--- config.mk ---
export PLATFORM = sky130hd
export DESIGN_NAME = umi_gpio_initiator
export DESIGN_NICKNAME = d
export VERILOG_FILES = /design/src/rtl/umi_gpio_initiator.sv
export SDC_FILE = /design/constraint.sdc
export NUM_CORES = 1
export LEC_CHECK = 0
export CORE_AREA = 2 2 230 232
export CTS_CLUSTER_SIZE = 24
export DETAILED_ROUTE_END_ITERATION = 12
export DIE_AREA = 0 0 232 234
export GPL_TIMING_DRIVEN = 0
export PLACE_DENSITY = 0.47
export SYNTH_ARGS = -nofsm -noshare
export SYNTH_HDL_FRONTEND = slang
export SYNTH_SLANG_ARGS = --single-unit
export TNS_END_PERCENT = 100
--- constraint.sdc ---
create_clock -name clk -period 2.01 [get_ports clk]
set_input_delay 0.3015 -clock clk [delete_from_list [all_inputs] [get_ports clk]]
set_output_delay 0.3015 -clock clk [all_outputs]
set_load 0.02 [all_outputs]
--- src/rtl/umi_gpio_initiator.sv ---
// umi_gpio_initiator
//   UMI initiator for a remote umi_gpio responder over a 256-bit UMI link.
//   The local drive vector is mirrored to the remote GPIO output register with
//   posted writes whenever it changes. The remote GPIO input register is polled
//   with periodic read requests, and the returned value is presented locally.
//
// Ports
//   clk            : clock
//   nreset         : synchronous, active-high reset
//   drive_in       : value to mirror onto the remote gpio_out
//   poll_en        : enables periodic reads
//   sense_out      : last read data returned by the remote
//   sense_valid    : one-cycle pulse when sense_out updates
//   busy           : write pending, read outstanding or request valid
//   unexpected     : one-cycle pulse on an inbound packet that was not awaited
//   umi_out_*      : request channel (valid/ready/packet)
//   umi_in_*       : response channel (valid/ready/packet)
//   timeout_err    : sticky read-timeout flag (only with the macro below)
//
// Build option
//   UMI_GPIO_INITIATOR_TIMEOUT_EN : adds parameter TIMEOUT and output
//   timeout_err. A read with no response within TIMEOUT cycles is abandoned.

module umi_gpio_initiator #(
   parameter int          UW          = 256,
   parameter int          WWIDTH      = 32,
   parameter int          RWIDTH      = 32,
   parameter logic [63:0] DST_ADDR    = 64'h0,
   parameter logic [63:0] SRC_ADDR    = 64'h0,
   parameter int          POLL_CYCLES = 1024
`ifdef UMI_GPIO_INITIATOR_TIMEOUT_EN
   ,
   parameter int          TIMEOUT     = 4096
`endif
) (
   input  logic              clk,
   input  logic              nreset,
   input  logic [WWIDTH-1:0] drive_in,
   input  logic              poll_en,
   output logic [RWIDTH-1:0] sense_out,
   output logic              sense_valid,
   output logic              busy,
   output logic              unexpected,
   output logic              umi_out_valid,
   output logic [UW-1:0]     umi_out_packet,
   input  logic              umi_out_ready,
   input  logic              umi_in_valid,
   input  logic [UW-1:0]     umi_in_packet,
   output logic              umi_in_ready
`ifdef UMI_GPIO_INITIATOR_TIMEOUT_EN
   ,
   output logic              timeout_err
`endif
);

   localparam logic [7:0] OP_WRITE_POSTED = 8'h01;
   localparam logic [7:0] OP_READ_REQ     = 8'h08;
   localparam logic [7:0] OP_READ_RESP    = 8'h09;

   // size field is log2 of the byte count, rounded up
   localparam logic [3:0] WSIZE = 4'($clog2((WWIDTH + 7) / 8));
   localparam logic [3:0] RSIZE = 4'($clog2((RWIDTH + 7) / 8));

   localparam int PCW = (POLL_CYCLES > 2) ? $clog2(POLL_CYCLES) : 1;

   typedef enum logic [1:0] {
      IDLE      = 2'd0,
      SEND_WR   = 2'd1,
      SEND_RD   = 2'd2,
      WAIT_RESP = 2'd3
   } state_t;

   state_t           state;
   state_t           state_nxt;
   logic [WWIDTH-1:0] shadow;
   logic             write_pending;
   logic             wp_nxt;
   logic             read_pending;
   logic [PCW-1:0]   poll_cnt;
   logic             out_hs;
   logic             in_acc;
   logic             resp_ok;
   logic             start_wr;
   logic             start_rd;
   logic             rd_outstanding;
   logic             tmo;
   logic             unused_in_bits;

   // Assemble a request packet addressed to the remote GPIO block
   function automatic logic [UW-1:0] make_pkt(input logic [7:0]  opcode,
                                              input logic [3:0]  size,
                                              input logic [95:0] data);
      logic [UW-1:0] pkt;
      pkt          = '0;
      pkt[7:0]     = opcode;
      pkt[11:8]    = size;
      pkt[95:32]   = DST_ADDR;
      pkt[159:96]  = SRC_ADDR;
      pkt[255:160] = data;
      return pkt;
   endfunction

   assign out_hs   = umi_out_valid & umi_out_ready;
   assign in_acc   = umi_in_valid & umi_in_ready;
   assign resp_ok  = in_acc && (state == WAIT_RESP) &&
                     (umi_in_packet[7:0] == OP_READ_RESP) &&
                     (umi_in_packet[95:32] == SRC_ADDR);
   assign start_wr = (state == IDLE) && write_pending;
   assign start_rd = (state == IDLE) && !write_pending && read_pending;
   // the poll period restarts only once the previous read has fully retired
   assign rd_outstanding = read_pending || (state == SEND_RD) || (state == WAIT_RESP);
   // forming a write consumes the pending change; a later mismatch re-arms it
   assign wp_nxt = start_wr ? 1'b0 :
                   ((drive_in != shadow) ? 1'b1 : write_pending);

   // size field and source address of responses are not needed
   assign unused_in_bits = ^{umi_in_packet[31:8], umi_in_packet[UW-1:96]};

`ifdef UMI_GPIO_INITIATOR_TIMEOUT_EN
   localparam int TW = (TIMEOUT > 2) ? $clog2(TIMEOUT) : 1;
   logic [TW-1:0] tmo_cnt;

   assign tmo = (state == WAIT_RESP) && (tmo_cnt == TW'(TIMEOUT - 1)) && !resp_ok;

   // Response timeout counter and sticky error flag
   always_ff @(posedge clk) begin
      if (nreset) begin
         tmo_cnt     <= '0;
         timeout_err <= 1'b0;
      end else begin
         if ((state == WAIT_RESP) && !resp_ok && !tmo) begin
            tmo_cnt <= tmo_cnt + TW'(1);
         end else begin
            tmo_cnt <= '0;
         end
         if (tmo) begin
            timeout_err <= 1'b1;
         end
      end
   end
`else
   assign tmo = 1'b0;
`endif

   // Next-state decode; writes win over reads
   always_comb begin
      state_nxt = state;
      case (state)
         IDLE: begin
            if (write_pending) begin
               state_nxt = SEND_WR;
            end else if (read_pending) begin
               state_nxt = SEND_RD;
            end else begin
               state_nxt = IDLE;
            end
         end
         SEND_WR: begin
            if (out_hs) begin
               state_nxt = IDLE;
            end else begin
               state_nxt = SEND_WR;
            end
         end
         SEND_RD: begin
            if (out_hs) begin
               state_nxt = WAIT_RESP;
            end else begin
               state_nxt = SEND_RD;
            end
         end
         WAIT_RESP: begin
            if (resp_ok || tmo) begin
               state_nxt = IDLE;
            end else begin
               state_nxt = WAIT_RESP;
            end
         end
         default: state_nxt = IDLE;
      endcase
   end

   // Request FSM, poll timer, response capture and registered outputs
   always_ff @(posedge clk) begin
      if (nreset) begin
         state          <= IDLE;
         shadow         <= '0;
         write_pending  <= 1'b1;
         read_pending   <= 1'b0;
         poll_cnt       <= '0;
         busy           <= 1'b0;
         sense_out      <= '0;
         sense_valid    <= 1'b0;
         unexpected     <= 1'b0;
         umi_out_valid  <= 1'b0;
         umi_out_packet <= '0;
         umi_in_ready   <= 1'b0;
      end else begin
         state         <= state_nxt;
         write_pending <= wp_nxt;
         busy          <= wp_nxt | (state_nxt != IDLE);
         umi_in_ready  <= 1'b1;

         // valid only rises from IDLE, so packet is never rewritten mid-offer
         if (start_wr) begin
            shadow         <= drive_in;
            umi_out_packet <= make_pkt(OP_WRITE_POSTED, WSIZE, 96'(drive_in));
            umi_out_valid  <= 1'b1;
         end else if (start_rd) begin
            umi_out_packet <= make_pkt(OP_READ_REQ, RSIZE, 96'd0);
            umi_out_valid  <= 1'b1;
         end else if (out_hs) begin
            umi_out_valid  <= 1'b0;
         end

         if (!poll_en) begin
            poll_cnt     <= '0;
            read_pending <= 1'b0;
         end else if (start_rd) begin
            read_pending <= 1'b0;
         end else if (!rd_outstanding) begin
            if (poll_cnt == PCW'(POLL_CYCLES - 1)) begin
               poll_cnt     <= '0;
               read_pending <= 1'b1;
            end else begin
               poll_cnt     <= poll_cnt + PCW'(1);
            end
         end

         sense_valid <= resp_ok;
         if (resp_ok) begin
            sense_out <= umi_in_packet[160 +: RWIDTH];
         end
         unexpected <= in_acc & ~resp_ok;
      end
   end

endmodule

==> run metrics, run 1 <==
# IOs=a little under 600; worst IR drop on VDD=between 0.0004 and 0.0005 V; setup violators final=36; die area=54300 µm²; drt total wl=21200 µm; initial DRC count=113; Reg-to-Reg End=sense_out[28]$_SDFFE_PP0P_; worst r2r src=state[1]$_SDFF_PP0_; fin util=about a fifth; post-synthesis sequential area ratio=between 30% and 40%; CP delay by family, top=simple AND/OR/NAND/NOR gates; GR Util All Layers=under 10%; most used cell along the critical path=or4_4; CTS tree=yes; Core Rows=84; largest net degree at the start of global routing=17; final hold vios=0; Final Power=between 7 and 8 mW; final antenna diode count=0; Via-to-Cell Ratio=between 2 and 3; Yosys Warn Count=0; clk sinks=118; post-layout min period=between 2 and 2.5 ns; setup ws final=-0.111 ns; final instance area=about 11000 µm²; vias=between 5000 and 6000; final max-slew violation count=0; die width=~230 µm; Hold Crit Class=in -> reg; post-route ant nets=0; outcome=finished with violations; Syn Inst Count=699; total gr overflow=0; r2r setup slk=-0.01 ns; maximum clock rate=~470 MHz; nets@finish=around 1400; Hold Slack=0.201 ns; H-tree depth=4; Req. time, crit path=roughly 2.3 ns; initial core utilization=a little under an eighth; crit-path max FO=5; CTS hold repair buffers=0; R2R cell count=7; Crit. End Element=register; MaxCap Viol Count=0; Die H=234 µm; clk root buf=clkbuf_16; Synth Cell Area=between 6000 and 7000 µm²; pre-CTS WS=-1.10 ns; vias in the first global route=a little over 5000; core region area=about 52000 µm²; leakage power=between 5 and 6 nW; Clk Latency, worst-skew pair=0.44 ns; arrival time at the worst endpoint=~2.4 ns; violated checks=negative setup slack; Crit. Startpoint=umi_in_packet[94]; Critical Path Stages=8; Port Buffers=~210; Pre-Repair DR Iteration Count=4; relative slew slack=58.3%; CP endpoint=sense_out[28]$_SDFFE_PP0P_; HP Start=drive_in[14]; Syn Area/Cell=around 8.8 µm²; cell chain of the critical path=buf_6 -> or4_4 -> nor4_4 -> nand4_1 -> or4_4 -> buf_16 -> mux2i_1 -> nor2_1; final setup skew=about 0.0097 ns; Post-DP HPWL=17400 µm; first-pass GRT wire length=between 20000 and 30000 µm; slowest CP cell=or4_4; RePlAce Congestion=about 0.73; CTS Buf Count=17; initial antenna violation count=2; Cell variety after synth=31; synthesized flop and latch total=around 120; pwr dens=approximately 700 nW/µm²; Least-Margin Pin Slew=between 0.6 and 0.7 ns; drc violations=0; CP bufs+invs=2; Area Overhead vs Synth=73.4%; routed len/inst=11.4 µm; Area after DPL=9990 µm²; Period Utilization, post-route=106%; RSZ-0062 raised after global routing=yes; clock transition at the registers of the reported paths=about 0.060 ns; CP Launch Type=input port; fillers=around 5700; critical path type=in -> reg; layout cells sized above 1=approximately 25%; Crit path largest cell delay=approximately 0.59 ns; Max Buffers Root-to-Sink=2
## worst min-delay path by stage
stage / end / cells past startpoint
4_1_cts: shadow[13]$_SDFFE_PP0P_ / 3
6_report: shadow[14]$_SDFFE_PP0P_ / 3
3_5_place_dp: umi_out_packet[9]$_SDFFE_PP0P_ / 2
3_3_place_gp: umi_out_packet[9]$_SDFFE_PP0P_ / 2
2_1_floorplan: umi_in_ready$_DFF_P_ / 1
5_1_grt: shadow[14]$_SDFFE_PP0P_ / 3
## cells by family after synthesis
group / after synthesis / synth area share (%)
multiplexers: 32 / 5.18
buffers and inverters: 250 / 29.1
XOR/XNOR: 41 / 5.81
adder cells (fa/ha/maj): 1 / 0.202
other: 1 / 0.0607
AO/OA/AOI/OAI: 78 / 8.40
flip-flops: 118 / 38.2
AND/OR/NAND/NOR: 178 / 13.1
## timing repair
| item | CTS | global route |
|---|---|---|
| setup endpoints to repair | 59 | 88 |
| cloned | 1 | 0 |
| setup buffers | 1 | 0 |
| pin swaps | 9 | 4 |
| resized for setup | 41 | 17 |
## through the flow
step | setup TNS [ns] | instances
3_5_place_dp | -44.85 | 1819
6_report | -3.14 | 1852
3_3_place_gp | -42.90 | 1819
5_1_grt | -5.56 | 1852
4_1_cts | -7.58 | 1852
2_1_floorplan | -3.40 | 919
## cell usage in the layout, fill, tap and decap left out, types with 3 or more instances in the layout
master           instances
clkbuf_1                14
xnor2_1                 18
nor2_1                  48
inv_8                    4
nand4_1                 12
buf_4                  221
a21oi_1                 39
nand2_1                 71
mux2i_1                 32
dfxtp_1                114
a22o_1                  32
buf_12                   3
nand3_1                  5
or4_4                    3
nor3_1                   4
conb_1                 221
inv_6                    7
dfxtp_2                  4
nor4_1                  16
clkbuf_2                 8
clkdlybuf4s50_1        205
xor2_1                  23
clkbuf_16               17
## area by class of cell
cell class	count	area (µm²)	area share, %
sequential	118	2370	22.1
tap	688	861	8.03
clock inverter	15	158	1.47
timing repair buffer	214	2160	20.1
multi-input combinational	551	2930	27.3
inverter	3	16.3	0.152
buffer	246	1810	16.9
clock buffer	17	425	3.97
## where the power goes
part | internal (mW) | total (mW) | switching [mW]
clock | 1.76 | 3.09 | 1.33
sequential | 2.49 | 2.58 | 0.0938
combinational | 0.840 | 1.79 | 0.949
total | 5.09 | 7.46 | 2.37
## worst reg2reg max path: cells and delay by family, from the launching register on
| kind | cells | cell delay (ns) |
|---|---|---|
| mux | 1 | 0.15 |
| flops | 1 | 0.42 |
| simple gates | 5 | 1.10 |
| buf+inv | 1 | 0.22 |
## sequential cells by signal (all words and copies together) (netlist names)
name and flops:
poll_cnt 10, state 2, unexpected 1, umi_out_packet 35
read_pending 1, busy 1, sense_valid 1, umi_out_valid 1
sense_out 32, shadow 32, umi_in_ready 1, write_pending 1
## cells in the mapped netlist, drive strengths merged
| library cell | instances | area [µm²] |
|---|---|---|
| or3 | 1 | 6.26 |
| o21ai | 3 | 15.0 |
| nor4 | 20 | 125 |
| or4 | 3 | 22.5 |
| and4 | 2 | 17.5 |
| nor4b | 2 | 17.5 |
| a311oi | 1 | 8.76 |
| nand2 | 74 | 278 |
| dfxtp | 118 | 2360 |
| a21oi | 40 | 200 |
| nor3 | 5 | 25.0 |
| ha | 1 | 12.5 |
| clkbuf | 22 | 82.6 |
| xnor2 | 18 | 158 |
| xor2 | 23 | 201 |
| conb | 1 | 3.75 |
| and2 | 2 | 12.5 |
| nand4 | 12 | 75.1 |
| nor2 | 49 | 184 |
| inv | 3 | 11.3 |
| o31ai | 1 | 7.51 |
| buf | 225 | 1700 |
| a22o | 32 | 280 |
| mux2i | 32 | 320 |
| nand3 | 5 | 25.0 |
| a21boi | 1 | 7.51 |
| nand2b | 1 | 6.26 |
| and3 | 2 | 12.5 |
## layer usage
layer / vias up / wire [µm] / track usage (%)
met1: 2371 / 8120 / 7.99
met3: 18 / 2410 / 3.27
li1: 2803 / - / -
met4: 4 / 196 / 1.92
met5: - / 24 / 0
met2: 280 / 10500 / 13.1
(Power assumes the default switching activity.)
==> inputs of run 2 (changes only) <==
--- a/config.mk
+++ b/config.mk
@@ -5,12 +5,13 @@
 export SDC_FILE = /design/constraint.sdc
 export NUM_CORES = 1
 export LEC_CHECK = 0
+export ABC_CLOCK_PERIOD_IN_PS = 2009
 export CORE_AREA = 2 2 230 232
 export CTS_CLUSTER_SIZE = 24
 export DETAILED_ROUTE_END_ITERATION = 12
 export DIE_AREA = 0 0 232 234
 export GPL_TIMING_DRIVEN = 0
-export PLACE_DENSITY = 0.47
+export PLACE_DENSITY = 0.44
 export SYNTH_ARGS = -nofsm -noshare
 export SYNTH_HDL_FRONTEND = slang
 export SYNTH_SLANG_ARGS = --single-unit
==> run 2 against run 1 <==
Net effect:
- the flow still finishes with violations (negative setup slack)
- clock power fell by 3%
- global-route usage rose by 0.21 points
- hold slack improved by 0.12 ns
- setup slack got worse by 0.010 ns
- combinational power barely moved
- final cell count rose by 0.16%
- via count rose by 0.44%
- maximum frequency fell by 0.47%
- critical path type unchanged
- critical endpoint is now sense_out[23]$_SDFFE_PP0P_
==> run metrics, run 2 (synthesized netlist as in run 1, its figures left out) <==
CTS hold repair buffers=0 (unchanged); RePlAce Congestion=0.716 (was 0.729); final instance area=10800 µm² (was 10700 µm²); CTS Buf Count=17 (unchanged); core region area=52000 µm² (unchanged); initial core utilization=11.9% (unchanged); post-layout min period=2.13 ns (was 2.12 ns); Max Buffers Root-to-Sink=2 (unchanged); clk root buf=clkbuf_16 (unchanged); Reg-to-Reg End=sense_out[23]$_SDFFE_PP0P_ (was sense_out[28]$_SDFFE_PP0P_); leakage power=5.06 nW (was 5.05 nW); most used cell along the critical path=or4_4 (unchanged); RSZ-0062 raised after global routing=yes (unchanged); non-filler instance count after layout=1855 (was 1852); Post-DP HPWL=18000 µm (was 17400 µm); critical path type=in -> reg (unchanged); Reg power frac=35.0% (was 34.6%); slowest CP cell=or4_4 (unchanged); die area=54300 µm² (unchanged); H-tree depth=4 (unchanged); Post-Place Cells=1819 (unchanged); hold endpoint=shadow[14]$_SDFFE_PP0P_ (unchanged); commonest non-fill, non-tap cell in the layout=buf_4; CP Launch Type=input port (unchanged); Net Sw Frac=32.6% (was 31.8%); final max-slew violation count=0 (unchanged); Hold Slack=0.323 ns (was 0.201 ns); MaxCap Viol Count=0 (unchanged); Via-to-Cell Ratio=2.96 (about the same); setup violators final=36 (unchanged); final antenna diode count=0 (unchanged); setup ws final=-0.121 ns (was -0.111 ns); initial DRC count=163 (was 113); Crit path largest cell delay=0.53 ns (was 0.59 ns); pwr dens=685 nW/µm² (was 696 nW/µm²); total gr overflow=0 (unchanged); GR Util All Layers=7.60% (was 7.39%); Die H=234 µm (unchanged); crit-path max FO=5 (unchanged); Area Overhead vs Synth=74.3% (was 73.4%); clock power share=40.8% (was 41.4%); worst r2r src=umi_in_ready$_DFF_P_ (was state[1]$_SDFF_PP0_); largest net degree at the start of global routing=17 (unchanged); worst IR drop on VDD=0.000403 V (was 0.000400 V); violated checks=negative setup slack (unchanged); final hold vios=0 (unchanged); drt total wl=21900 µm (was 21200 µm); Largest regs=umi_out_packet x35, sense_out x32, shadow x32 (unchanged); fin util=20.7% (was 20.6%); HP Start=drive_in[14] (unchanged); Core Rows=84 (unchanged); Clk Latency, worst-skew pair=0.44 ns (about the same); post-route ant nets=0 (unchanged); CTS tree=yes (unchanged); clk sinks=118 (unchanged); die width=232 µm (unchanged); Area after DPL=9990 µm² (unchanged); WHS Path Cells=3 (unchanged); outcome=finished with violations (unchanged); initial antenna violation count=5 (was 2); Crit. End Element=register (unchanged); most frequent cells in the layout=buf_4 (222), conb_1 (221), clkdlybuf4s50_1 (204) (was buf_4 (221), conb_1 (221), clkdlybuf4s50_1 (205)); routed len/inst=11.8 µm (was 11.4 µm); cell chain of the critical path=buf_6 -> or4_4 -> nor4_4 -> nand4_1 -> or4_4 -> buf_4 -> buf_16 -> mux2i_1 -> nor2_1 (was buf_6 -> or4_4 -> nor4_4 -> nand4_1 -> or4_4 -> buf_16 -> mux2i_1 -> nor2_1); Final TNS setup=-3.57 ns (was -3.14 ns); largest reg by FF count=umi_out_packet (unchanged); first-pass GRT wire length=30000 µm (was 29600 µm); Least-Margin Pin Slew=0.648 ns (was 0.625 ns); Req. time, crit path=2.31 ns (about the same); Hold Crit Class=in -> reg (unchanged); Largest register FFs=35 (unchanged); Period Utilization, post-route=106% (about the same); Pre-Repair DR Iteration Count=4 (unchanged); vias=5500 (was 5476); logic gate share of total power=24.2% (was 24.0%); drc violations=0 (unchanged); nets@finish=1448 (was 1445); Port Buffers=212 (unchanged); maximum clock rate=469 MHz (was 471 MHz); clock transition at the registers of the reported paths=0.07 ns (was 0.06 ns); # IOs=586 (unchanged); relative slew slack=56.8% (was 58.3%); final setup skew=0.0115 ns (was 0.00969 ns); sw power=2.41 mW (was 2.37 mW); Int Pwr=4.97 mW (was 5.09 mW); r2r setup slk=-0.07 ns (was -0.01 ns); vias in the first global route=4795 (was 5042); arrival time at the worst endpoint=2.43 ns (was 2.42 ns); R2R cell count=8 (was 7); layout cells sized above 1=24.9% (was 24.7%)
[run 2: cell count changes in the layout (fill, tap and decap cells not counted), sizes merged]
cell | previous run | this run
clkinv | 3 | 7
dlymetal6s2s | 2 | 1
bufinv | 1 | 0
clkdlybuf4s50 | 205 | 204
buf | 229 | 233
inv | 13 | 10
clkbuf | 39 | 38
dlygate4sd2 | 1 | 3
[run 2: repair_timing]
action                                  4_1_cts  5_1_grt
resized for setup                            44       15
endpoints found under the setup margin       88       93
cloned                                        2        0
pin swaps                                     6        7
buffers inserted                              3        1
[run 2: area by class of cell]
class                           count  area [µm²]
Buffer                            245        1810
Fill cell                        5770       41200
Tap cell                          688         861
Multi-Input combinational cell    551        2940
Clock inverter                     15         158
Timing Repair Buffer              218        2210
Sequential cell                   118        2360
Clock buffer                       17         425
Inverter                            3        13.8
[run 2: stage by stage]
step | power [mW] | setup slack (ns)
3_3_place_gp | 4.39 | -1.04
4_1_cts | 7.50 | -0.259
5_1_grt | 7.75 | -0.257
3_5_place_dp | 4.40 | -1.01
2_1_floorplan | 3.76 | -0.121
6_report | 7.38 | -0.121
[run 2: worst max-delay path, delay by kind of cell]
kind	cells	cell delay [ns]
and+or+nand+nor	5	1.57
buffers and inverters	3	0.41
muxes	1	0.14
[run 2: layer usage]
| metal | vias to the layer above | part of all wire, % | track usage [%] |
|---|---|---|---|
| li1 | 2814 | - | - |
| met1 | 2373 | 38 | 8.27 |
| met2 | 276 | 49 | 13.2 |
| met4 | 10 | 1.5 | 1.92 |
| met3 | 27 | 12 | 3.70 |
| met5 | - | 0.27 | 0 |
[run 2: worst max-delay path by stage]
| stage | start | end | slack, ns | cells after the start |
|---|---|---|---|---|
| global placement | umi_in_packet[89] | sense_out[26]$_SDFFE_PP0P_ | -1.04 | 9 |
| detailed placement | umi_in_packet[89] | sense_out[22]$_SDFFE_PP0P_ | -1.01 | 9 |
| global route | umi_in_packet[89] | sense_out[4]$_SDFFE_PP0P_ | -0.26 | 9 |
| floorplan | umi_in_packet[89] | sense_out[10]$_SDFFE_PP0P_ | -0.12 | 8 |
| finish | umi_in_packet[89] | sense_out[23]$_SDFFE_PP0P_ | -0.12 | 9 |
| CTS | umi_in_packet[89] | sense_out[22]$_SDFFE_PP0P_ | -0.26 | 9 |
[run 2: power by group through the flow]
| stage | clock [mW] | combinational [mW] | sequential (mW) |
|---|---|---|---|
| 2_1_floorplan | 0 | 1.05 | 2.71 |
| 3_3_place_gp | 0 | 1.76 | 2.63 |
| 3_5_place_dp | 0 | 1.77 | 2.63 |
| 4_1_cts | 3.13 | 1.78 | 2.58 |
| 5_1_grt | 3.22 | 1.93 | 2.60 |
| 6_report | 3.01 | 1.78 | 2.58 |
==> inputs of run 3 (changes only) <==
--- a/config.mk
+++ b/config.mk
@@ -10,8 +10,9 @@
 export CTS_CLUSTER_SIZE = 24
 export DETAILED_ROUTE_END_ITERATION = 12
 export DIE_AREA = 0 0 232 234
+export DONT_BUFFER_PORTS = 1
 export GPL_TIMING_DRIVEN = 0
-export PLACE_DENSITY = 0.44
+export PLACE_DENSITY = 0.3
 export SYNTH_ARGS = -nofsm -noshare
 export SYNTH_HDL_FRONTEND = slang
 export SYNTH_SLANG_ARGS = --single-unit
==> run 3 against run 2 <==
Net effect:
- critical endpoint is now write_pending$_SDFF_PP1_
- power decreased by 2.5%
- the run still ends with negative setup slack left
- largest power group unchanged
- maximum frequency increased by 4.2%
- setup slack improved by 0.085 ns
- largest cell class is now multi-input combinational cells
==> run metrics, run 3 (synthesized netlist as in run 1, its figures left out) <==
largest net degree at the start of global routing=17 (unchanged); initial antenna violation count=1 (was 5); worst r2r src=shadow[4]$_SDFFE_PP0P_ (was umi_in_ready$_DFF_P_); total gr overflow=0 (unchanged); layout cells sized above 1=29.0% (was 24.9%); Final Power=7.20 mW (was 7.38 mW); Req. time, crit path=2.33 ns (was 2.31 ns); Reg power frac=37.6% (was 35.0%); drc violations=0 (unchanged); first-pass GRT wire length=29700 µm (was 30000 µm); crit-path max FO=2 (was 5); MaxCap Viol Count=0 (unchanged); uppermost layer routed=met4 (was met5); H-tree depth=4 (unchanged); Net Sw Frac=31.7% (was 32.6%); most frequent cells in the layout=buf_4 (224), conb_1 (221), dfxtp_1 (113) (was buf_4 (222), conb_1 (221), clkdlybuf4s50_1 (204)); pwr dens=770 nW/µm² (was 685 nW/µm²); Crit. Startpoint=shadow[4]$_SDFFE_PP0P_ (was umi_in_packet[89]); met1 WL=8500 µm (was 8350 µm); initial DRC count=141 (was 163); Pre-Repair DR Iteration Count=4 (unchanged); Post-DP HPWL=17200 µm (was 18000 µm); post-layout min period=2.05 ns (was 2.13 ns); clock power share=43.6% (was 40.8%); met3 wire len=2130 µm (was 2520 µm); fillers=5847 (was 5770); Hold Slack=0.0256 ns (was 0.323 ns); drt total wl=22700 µm (was 21900 µm); Via-to-Cell Ratio=2.91 (was 2.96); setup violators final=6 (was 36); leakage power=4.52 nW (was 5.06 nW); RePlAce Congestion=0.661 (was 0.716); Hold Crit Class=in -> reg (unchanged); Largest register FFs=35 (unchanged); Least-Margin Pin Slew=0.695 ns (was 0.648 ns); maximum clock rate=489 MHz (was 469 MHz); CP endpoint=write_pending$_SDFF_PP1_ (was sense_out[23]$_SDFFE_PP0P_); final hold vios=0 (unchanged); core region area=52000 µm² (unchanged); CP delay by family, top=simple AND/OR/NAND/NOR gates (unchanged); post-route ant nets=0 (unchanged); cell chain of the critical path=xor2_1 -> nor4_2 -> nand4_1 -> or4_4 -> nor4_4 -> o21ai_1 (was buf_6 -> or4_4 -> nor4_4 -> nand4_1 -> or4_4 -> buf_4 -> buf_16 -> mux2i_1 -> nor2_1); worst IR drop on VDD=0.000410 V (was 0.000403 V); CTS tree=yes (unchanged); Reg-to-Reg End=write_pending$_SDFF_PP1_ (was sense_out[23]$_SDFFE_PP0P_); final setup skew=0.0108 ns (was 0.0115 ns); Area after DPL=7870 µm² (was 9990 µm²); slowest CP cell=or4_4 (unchanged); initial core utilization=11.9% (unchanged); met2 wire len=11600 µm (was 10600 µm); violated checks=negative setup slack (unchanged); commonest non-fill, non-tap cell in the layout=buf_4 (unchanged); Max Buffers Root-to-Sink=2 (unchanged); Die H=234 µm (unchanged); clock transition at the registers of the reported paths=0.06 ns (was 0.07 ns); Period Utilization, post-route=102% (was 106%); Largest regs=umi_out_packet x35, sense_out x32, shadow x32 (unchanged); RSZ-0062 raised after global routing=yes (unchanged); die area=54300 µm² (unchanged); Int Pwr=4.92 mW (was 4.97 mW); outcome=finished with violations (unchanged); WHS Path Cells=1 (was 3); clk sinks=118 (unchanged); final max-slew violation count=0 (unchanged); # IOs=586 (unchanged); CP bufs+invs=0 (was 3); R2R cell count=6 (was 8); logic gate share of total power=18.7% (was 24.2%); Clk Latency, worst-skew pair=0.44 ns (about the same); vias=4965 (was 5500); Core Rows=84 (unchanged); setup ws final=-0.0359 ns (was -0.121 ns); Port Buffers=0 (was 212); Area Overhead vs Synth=51.2% (was 74.3%); final instance area=9350 µm² (was 10800 µm²); sw power=2.28 mW (was 2.41 mW); die width=232 µm (unchanged); Critical Path Stages=6 (was 9); CTS Buf Count=17 (unchanged); relative slew slack=53.7% (was 56.8%); routed len/inst=13.3 µm (was 11.8 µm); arrival time at the worst endpoint=2.36 ns (was 2.43 ns); clk root buf=clkbuf_16 (unchanged); critical path type=reg -> reg (was in -> reg); GR Util All Layers=7.87% (was 7.60%); fin util=18.0% (was 20.7%); r2r setup slk=-0.04 ns (was -0.07 ns); Crit. End Element=register (unchanged); Crit path largest cell delay=0.57 ns (was 0.53 ns); largest reg by FF count=umi_out_packet (unchanged); vias in the first global route=4388 (was 4795); CP Launch Type=register (was input port); nets@finish=1298 (was 1448)
[run 3: worst min-delay path by stage]
stage,endpoint,start
floorplan,umi_in_ready$_DFF_P_,nreset
global placement,umi_out_packet[169]$_SDFFE_PP0P_,drive_in[9]
detailed placement,umi_out_packet[166]$_SDFFE_PP0P_,drive_in[6]
CTS,sense_out[8]$_SDFFE_PP0P_,umi_in_packet[168]
global route,sense_out[1]$_SDFFE_PP0P_,umi_in_packet[161]
finish,umi_in_ready$_DFF_P_,nreset
[run 3: metrics by stage]
step	std cells	setup WS [ns]	TNS (ns)
2_1_floorplan	919	-0.121	-3.40
3_3_place_gp	1607	-0.785	-35.36
3_5_place_dp	1607	-0.831	-34.64
4_1_cts	1705	-0.137	-2.26
5_1_grt	1705	-0.124	-3.15
6_report	1706	-0.0359	-0.0926
[run 3: power groups by stage]
stage	logic (mW)	clock network, mW	registers, mW
global route	1.47	3.38	2.73
CTS	1.33	3.30	2.72
finish	1.35	3.14	2.71
floorplan	1.05	0	2.71
global placement	1.19	0	2.76
detailed placement	1.19	0	2.76
[run 3: cell type report]
class | instances | area, µm² | area share (%)
tap | 688 | 861 | 9.21
multi-input combinational | 551 | 2960 | 31.6
sequential | 118 | 2380 | 25.4
buffer | 246 | 1830 | 19.6
clock buffer | 18 | 439 | 4.70
timing repair buffer | 67 | 719 | 7.70
clock inverter | 13 | 148 | 1.58
inverter | 3 | 16.3 | 0.174
antenna | 2 | 5.00 | 0.0535
[run 3: what timing repair did]
| action | CTS | global route |
|---|---|---|
| cloned | 3 | 0 |
| pin swaps | 7 | 9 |
| setup endpoints to repair | 90 | 90 |
| hold buffers | 58 | 0 |
| gates resized for setup | 40 | 19 |
| endpoints found under the hold margin | 90 | 0 |
| buffers inserted | 6 | 0 |
[run 3: layer usage]
metal | vias to the layer above | GRT usage (%)
met5 | - | 0
met4 | 0 | 2.82
met3 | 20 | 3.04
met2 | 261 | 13.9
met1 | 2163 | 8.50
li1 | 2521 | -
==> patch 1, RTL diff (settings of run 3) <==
Set the parameter `WWIDTH` to 16 (it was 32).
--- a/src/rtl/umi_gpio_initiator.sv
+++ b/src/rtl/umi_gpio_initiator.sv
@@ -25,3 +25,3 @@
    parameter int          UW          = 256,
-   parameter int          WWIDTH      = 32,
+   parameter int          WWIDTH      = 16,
    parameter int          RWIDTH      = 32,
Ports: changed (resized drive_in); port bits go from 586 to 570. The function was not compared with the original's and may differ.
==> patch 1 against run 3 <==
- setup slack better by 0.20 ns
- clock power fell by 43%
- critical endpoint is now sense_out[25]
- synthesized cell count down 9.7%
- combinational power shrank 9.6%
- synthesized area decreased by 15%
- routed wire length fell by 7.1%
- design area is 20% lower
- sequential cell count fell by 33
- power decreased by 30%
==> patch 1: results (changes against run 3) <==
Finish:
- The largest registers in the layout are sense_out: 32 flops, umi_out_packet: 18 flops, shadow: 16 flops.
- The total of fill cells in the finished design came to 5999 (+2.6%).
- The final instance area came to 0.00745 mm² (-20%).
- The number of cells in the finished layout apart from fillers is 1576 (-7.6%).

Global routing:
- The global routing met1 resource utilization is 8.40% (-0.097 points).
- The total track usage was 7.48% (-0.38 points).
- The met3 capacity usage during global routing came to 3.62% (+0.58 points).
- The first-pass GRT wire length is 27.8 mm (-6.7%).
- The number of global-route vias before repair was 3737 (-15%).
- The pin count of the biggest net entering global routing was 15 (-2).
- The met2 demand-to-capacity share in global routing is 12.4% (-1.6 points).

Drt:
- The number of violations reported at the end of detailed-routing iteration 0 is 94 (-33%).
- The routed length on met1 was 8.19 mm (-3.6%).
- The amount of wire on met2 after detailed routing is 10.1 mm (-13%).
- The routed wirelength normalized by instance count was 13.4 µm (+0.57%).
- The routed length on met3 is 2.53 mm (+19%).
- The first-pass iteration count of the detailed router is 6 (+2).

Setup path:
- The cell with the largest stage delay on the worst path is sky130_fd_sc_hd__dfxtp_4.
- The largest incremental delay on the critical path is 0.41 ns (-0.16 ns).
- The launch point of the worst reg-to-reg path is umi_in_ready.
- The critical register-to-register path endpoint is sense_out[25].
- The critical-path maximum fanout is 10 (+8).

Pwr:
- The cell-internal power came to 3.25 mW (-34%).
- The worst ir drop on vdd is 0.327 mV (-20%).

Logic synthesis:
- The sequential element share of the synthesized area is 32.4% (-5.9 points).
- The share of synthesized area spent on multiplexers is 0% (-5.2 points).
- By area the synthesized netlist is led by sky130_fd_sc_hd__buf_4 34%, sky130_fd_sc_hd__dfxtp_1 32%, sky130_fd_sc_hd__a21oi_1 5.2%.
- In the synthesized netlist, the cells that appear most often are 240 x sky130_fd_sc_hd__buf_4, 85 x sky130_fd_sc_hd__dfxtp_1, 55 x sky130_fd_sc_hd__a21oi_1.

Timing:
- The clock skew is 0.0178 ns (+0.00700 ns).
- The worst hold margin is 0.0460 ns (+0.0204 ns).

Clock tree:
- The number of instances resized during post-cts repair came to 17 (-57%).
- The number of buffers added by the clock tree synthesis step is 9 (-8).
- The CTS clock-pin slew for the worst setup and hold paths is 0.08 ns (+0.02 ns).
- The clock insertion delay at the later pin of the skew report came to 0.38 ns (-0.06 ns).

Worst hold path:
- The depth of the worst hold-timing path is 2 (+1).

Placed design:
- The cell area reported after detailed placement is 0.00700 mm² (-11%).
- The half-perimeter wire length after placement was 17.6 mm (+2.0%).
- The worst setup slack after placement is -1.12 ns (-0.288 ns).

Status:
- The run finished with clean final reports.
patch 1: power by group through the flow:
stage	Sequential, mW	Combinational, mW	Clock (mW)
finish	2.00	1.22	1.78
global route	2.03	1.33	1.93
CTS	2.01	1.21	1.87
detailed placement	2.05	1.20	0
global placement	2.05	1.20	0
floorplan	2.00	1.06	0
patch 1: critical path, delay by kind of cell, from the launching register on:
kind | cells | cell delay [ns]
AO/OA/AOI/OAI | 2 | 0.27
buffers and inverters | 2 | 0.38
flip-flops | 1 | 0.41
AND/OR/NAND/NOR | 3 | 0.66
patch 1: kinds of logic after synthesis:
kind of cell	Yosys count
compound gates	114
simple gates	137
buf+inv	268
other cells	1
fa+ha+maj	1
flops	85
xor+xnor	25
patch 1: cell type report:
cell class	instances	share of cell area (%)
clock inverter	3	0.352
sequential	85	22.9
inverter	2	0.101
tap	688	11.5
timing repair buffer	5	0.504
multi-input combinational	513	34.7
antenna	1	0.0336
buffer	266	26.3
clock buffer	13	3.63
==> patch 2, RTL diff (settings of run 3) <==
Without the edit above. Encoding of `state_t`: now one-hot (4 bits for 4 states).
--- a/src/rtl/umi_gpio_initiator.sv
+++ b/src/rtl/umi_gpio_initiator.sv
@@ -65,7 +65,7 @@
 
-   typedef enum logic [1:0] {
-      IDLE      = 2'd0,
-      SEND_WR   = 2'd1,
-      SEND_RD   = 2'd2,
-      WAIT_RESP = 2'd3
+   typedef enum logic [3:0] {
+      IDLE      = 4'b0001,
+      SEND_WR   = 4'b0010,
+      SEND_RD   = 4'b0100,
+      WAIT_RESP = 4'b1000
    } state_t;
Function: same outputs for any inputs over 4 cycles, from zero or initial values and one cycle with nreset high; so few cycles prove little.
==> patch 2 against run 3 <==
- fmax increased by 9.8%
- synthesized area is 3.6% higher
- setup slack gained 0.18 ns
- power is 22% higher
- via count increased by 4.0%
- critical path depth grew 1
- count of clock-buffer cells in the layout is the same
- routed wire length increased by 10%
- sequential cell count up 2
- design area rose by 0.28%
==> patch 2: results (changes against run 3) <==
Setup path:
- The critical register-to-register path endpoint is sense_out[26].
- The critical-path maximum fanout came to 10 (+8).
- The number of cell instances on the worst register-to-register path is 7 (+1).
- The arrival time of data at the critical path endpoint was 2.22 ns (-0.14 ns).
- The kind of cell with the highest combined delay along the critical path is simple AND/OR/NAND/NOR gates.
- The worst reg-to-reg setup slack came to 0.15 ns (+0.18 ns).
- The cell with the largest stage delay on the worst path is sky130_fd_sc_hd__dfxtp_4.

Global routing:
- The met2 demand-to-capacity share in global routing is 15.0% (+1.1 points).
- The met3 capacity usage during global routing was 3.68% (+0.64 points).
- The initial antenna violation count is 0 (-1).
- The number of global-route vias before repair is 4783 (+9.0%).
- The global routing met1 resource utilization came to 10.3% (+1.8 points).
- The total track usage is 9.09% (+1.2 points).
- The first-pass GRT wire length was 33.9 mm (+14%).

Placed design:
- The final weighted congestion in routability-driven placement is 0.765 (+16%).
- The number of I/O port buffers is 0 (unchanged).
- The worst setup slack after placement is -0.527 ns (+0.304 ns).
- The half-perimeter wire length after placement is 19.1 mm (+11%).

Drt:
- The sum of routed wire length over all layers was 24.9 mm (+10%).
- The via-per-instance ratio was 3.02 (+3.9%).
- The number of violations reported at the end of detailed-routing iteration 0 is 173 (+23%).

Logic synthesis:
- By area the synthesized netlist is led by sky130_fd_sc_hd__dfxtp_1 37%, sky130_fd_sc_hd__buf_4 26%, sky130_fd_sc_hd__a22o_1 8.7%.
- The sequential element share of the synthesized area was 37.5% (-0.72 points).
- The count of distinct cell types in the synthesized netlist is 48 (+55%).
- The commonest cells after synthesis are 225 x sky130_fd_sc_hd__buf_4, 120 x sky130_fd_sc_hd__dfxtp_1, 75 x sky130_fd_sc_hd__nand2_1.

Worst hold path:
- The worst hold path begins at poll_en.
- The path with the worst hold slack has its endpoint at read_pending.

Finish:
- The total of fill cells in the finished design came to 5827 (-0.34%).
- The largest registers in the layout are umi_out_packet: 35 flops, sense_out: 32 flops, shadow: 32 flops.
- The count of nets after finishing is 1299 (+0.077%).
- The ratio of cells with drive above 1 in the final layout is 28.4% (-0.65 points).

Timing:
- The number of failing setup endpoints in the final timing report came to 0 (-6).
- The slew of the pin with the lowest slew margin was 0.747 ns (+0.0523 ns).
- The clock skew is 0.0131 ns (+0.00232 ns).

Pwr:
- The worst ir drop on vdd is 0.664 mV (+62%).
- The leakage power is 4.33 nW (-4.2%).

Status:
- The flow ran to the end, and the final reports show no timing, DRC or antenna violations.

Clock tree:
- The number of buffers added by the clock tree synthesis step is 17 (unchanged).
-- patch 2: cells by family after synthesis --
| family | count (synthesis) | synth area share, % |
|---|---|---|
| other cells | 1 | 0.0585 |
| compound gates | 115 | 13.5 |
| fa+ha+maj | 1 | 0.195 |
| simple gates | 167 | 13.5 |
| flops | 120 | 37.5 |
| mux | 1 | 0.156 |
| xor+xnor | 42 | 5.74 |
| buf+inv | 251 | 29.3 |
-- patch 2: power by group --
group	total [mW]	switching, mW	internal [mW]
Combinational	2.30	1.35	0.953
Sequential	3.37	0.598	2.77
Clock	3.10	1.37	1.73
Total	8.77	3.32	5.45
-- patch 2: cell type report --
| cell class | count | area (µm²) | share of cell area [%] |
|---|---|---|---|
| Clock inverter | 14 | 140 | 1.49 |
| Timing Repair Buffer | 69 | 683 | 7.29 |
| Tap cell | 688 | 861 | 9.18 |
| Antenna cell | 1 | 2.50 | 0.0267 |
| Sequential cell | 120 | 2410 | 25.7 |
| Inverter | 5 | 18.8 | 0.200 |
| Clock buffer | 18 | 429 | 4.58 |
| Multi-Input combinational cell | 547 | 2970 | 31.7 |
| Buffer | 245 | 1850 | 19.8 |
-- patch 2: repair_timing --
action | in CTS | in global routing
setup endpoints to repair | 31 | 86
endpoints found under the hold margin | 99 | 0
hold buffers | 66 | 0
gates resized for setup | 5 | 7
setup buffers | 0 | 3
pin swaps | 0 | 2
-- patch 2: worst max path at each step --
stage / from / to / slack, ns
detailed placement: umi_in_packet[5] / sense_out[6] / -0.53
global placement: umi_in_packet[5] / sense_out[7] / -0.49
finish: state[2] / sense_out[26] / 0.15
CTS: state[2] / sense_out[6] / 0.002
global route: state[0] / umi_out_packet[160] / 0.01
floorplan: state[1] / umi_out_packet[160] / 0.44
-- patch 2: per-layer routing --
layer | up-vias | part of all wire (%)
met3 | 21 | 9.5
met4 | 0 | 1.8
li1 | 2581 | -
met2 | 278 | 49
met1 | 2283 | 40
met5 | - | 0
-- patch 2: metrics by stage --
| step | setup TNS (ns) | area [µm²] | std cells |
|---|---|---|---|
| after floorplan | 0 | 7230 | 918 |
| after global placement | -15.70 | 8090 | 1606 |
| after detailed placement | -16.91 | 8090 | 1606 |
| after CTS | 0 | 9350 | 1704 |
| after global routing | 0 | 9370 | 1706 |
| final | 0 | 9380 | 1707 |
-- patch 2: worst reg2reg max path, delay by kind of cell, from the launching register on --
family	cells	cell delay, ns
AO/OA/AOI/OAI	2	0.35
buffers and inverters	2	0.39
flip-flops	1	0.38
AND/OR/NAND/NOR	3	0.64
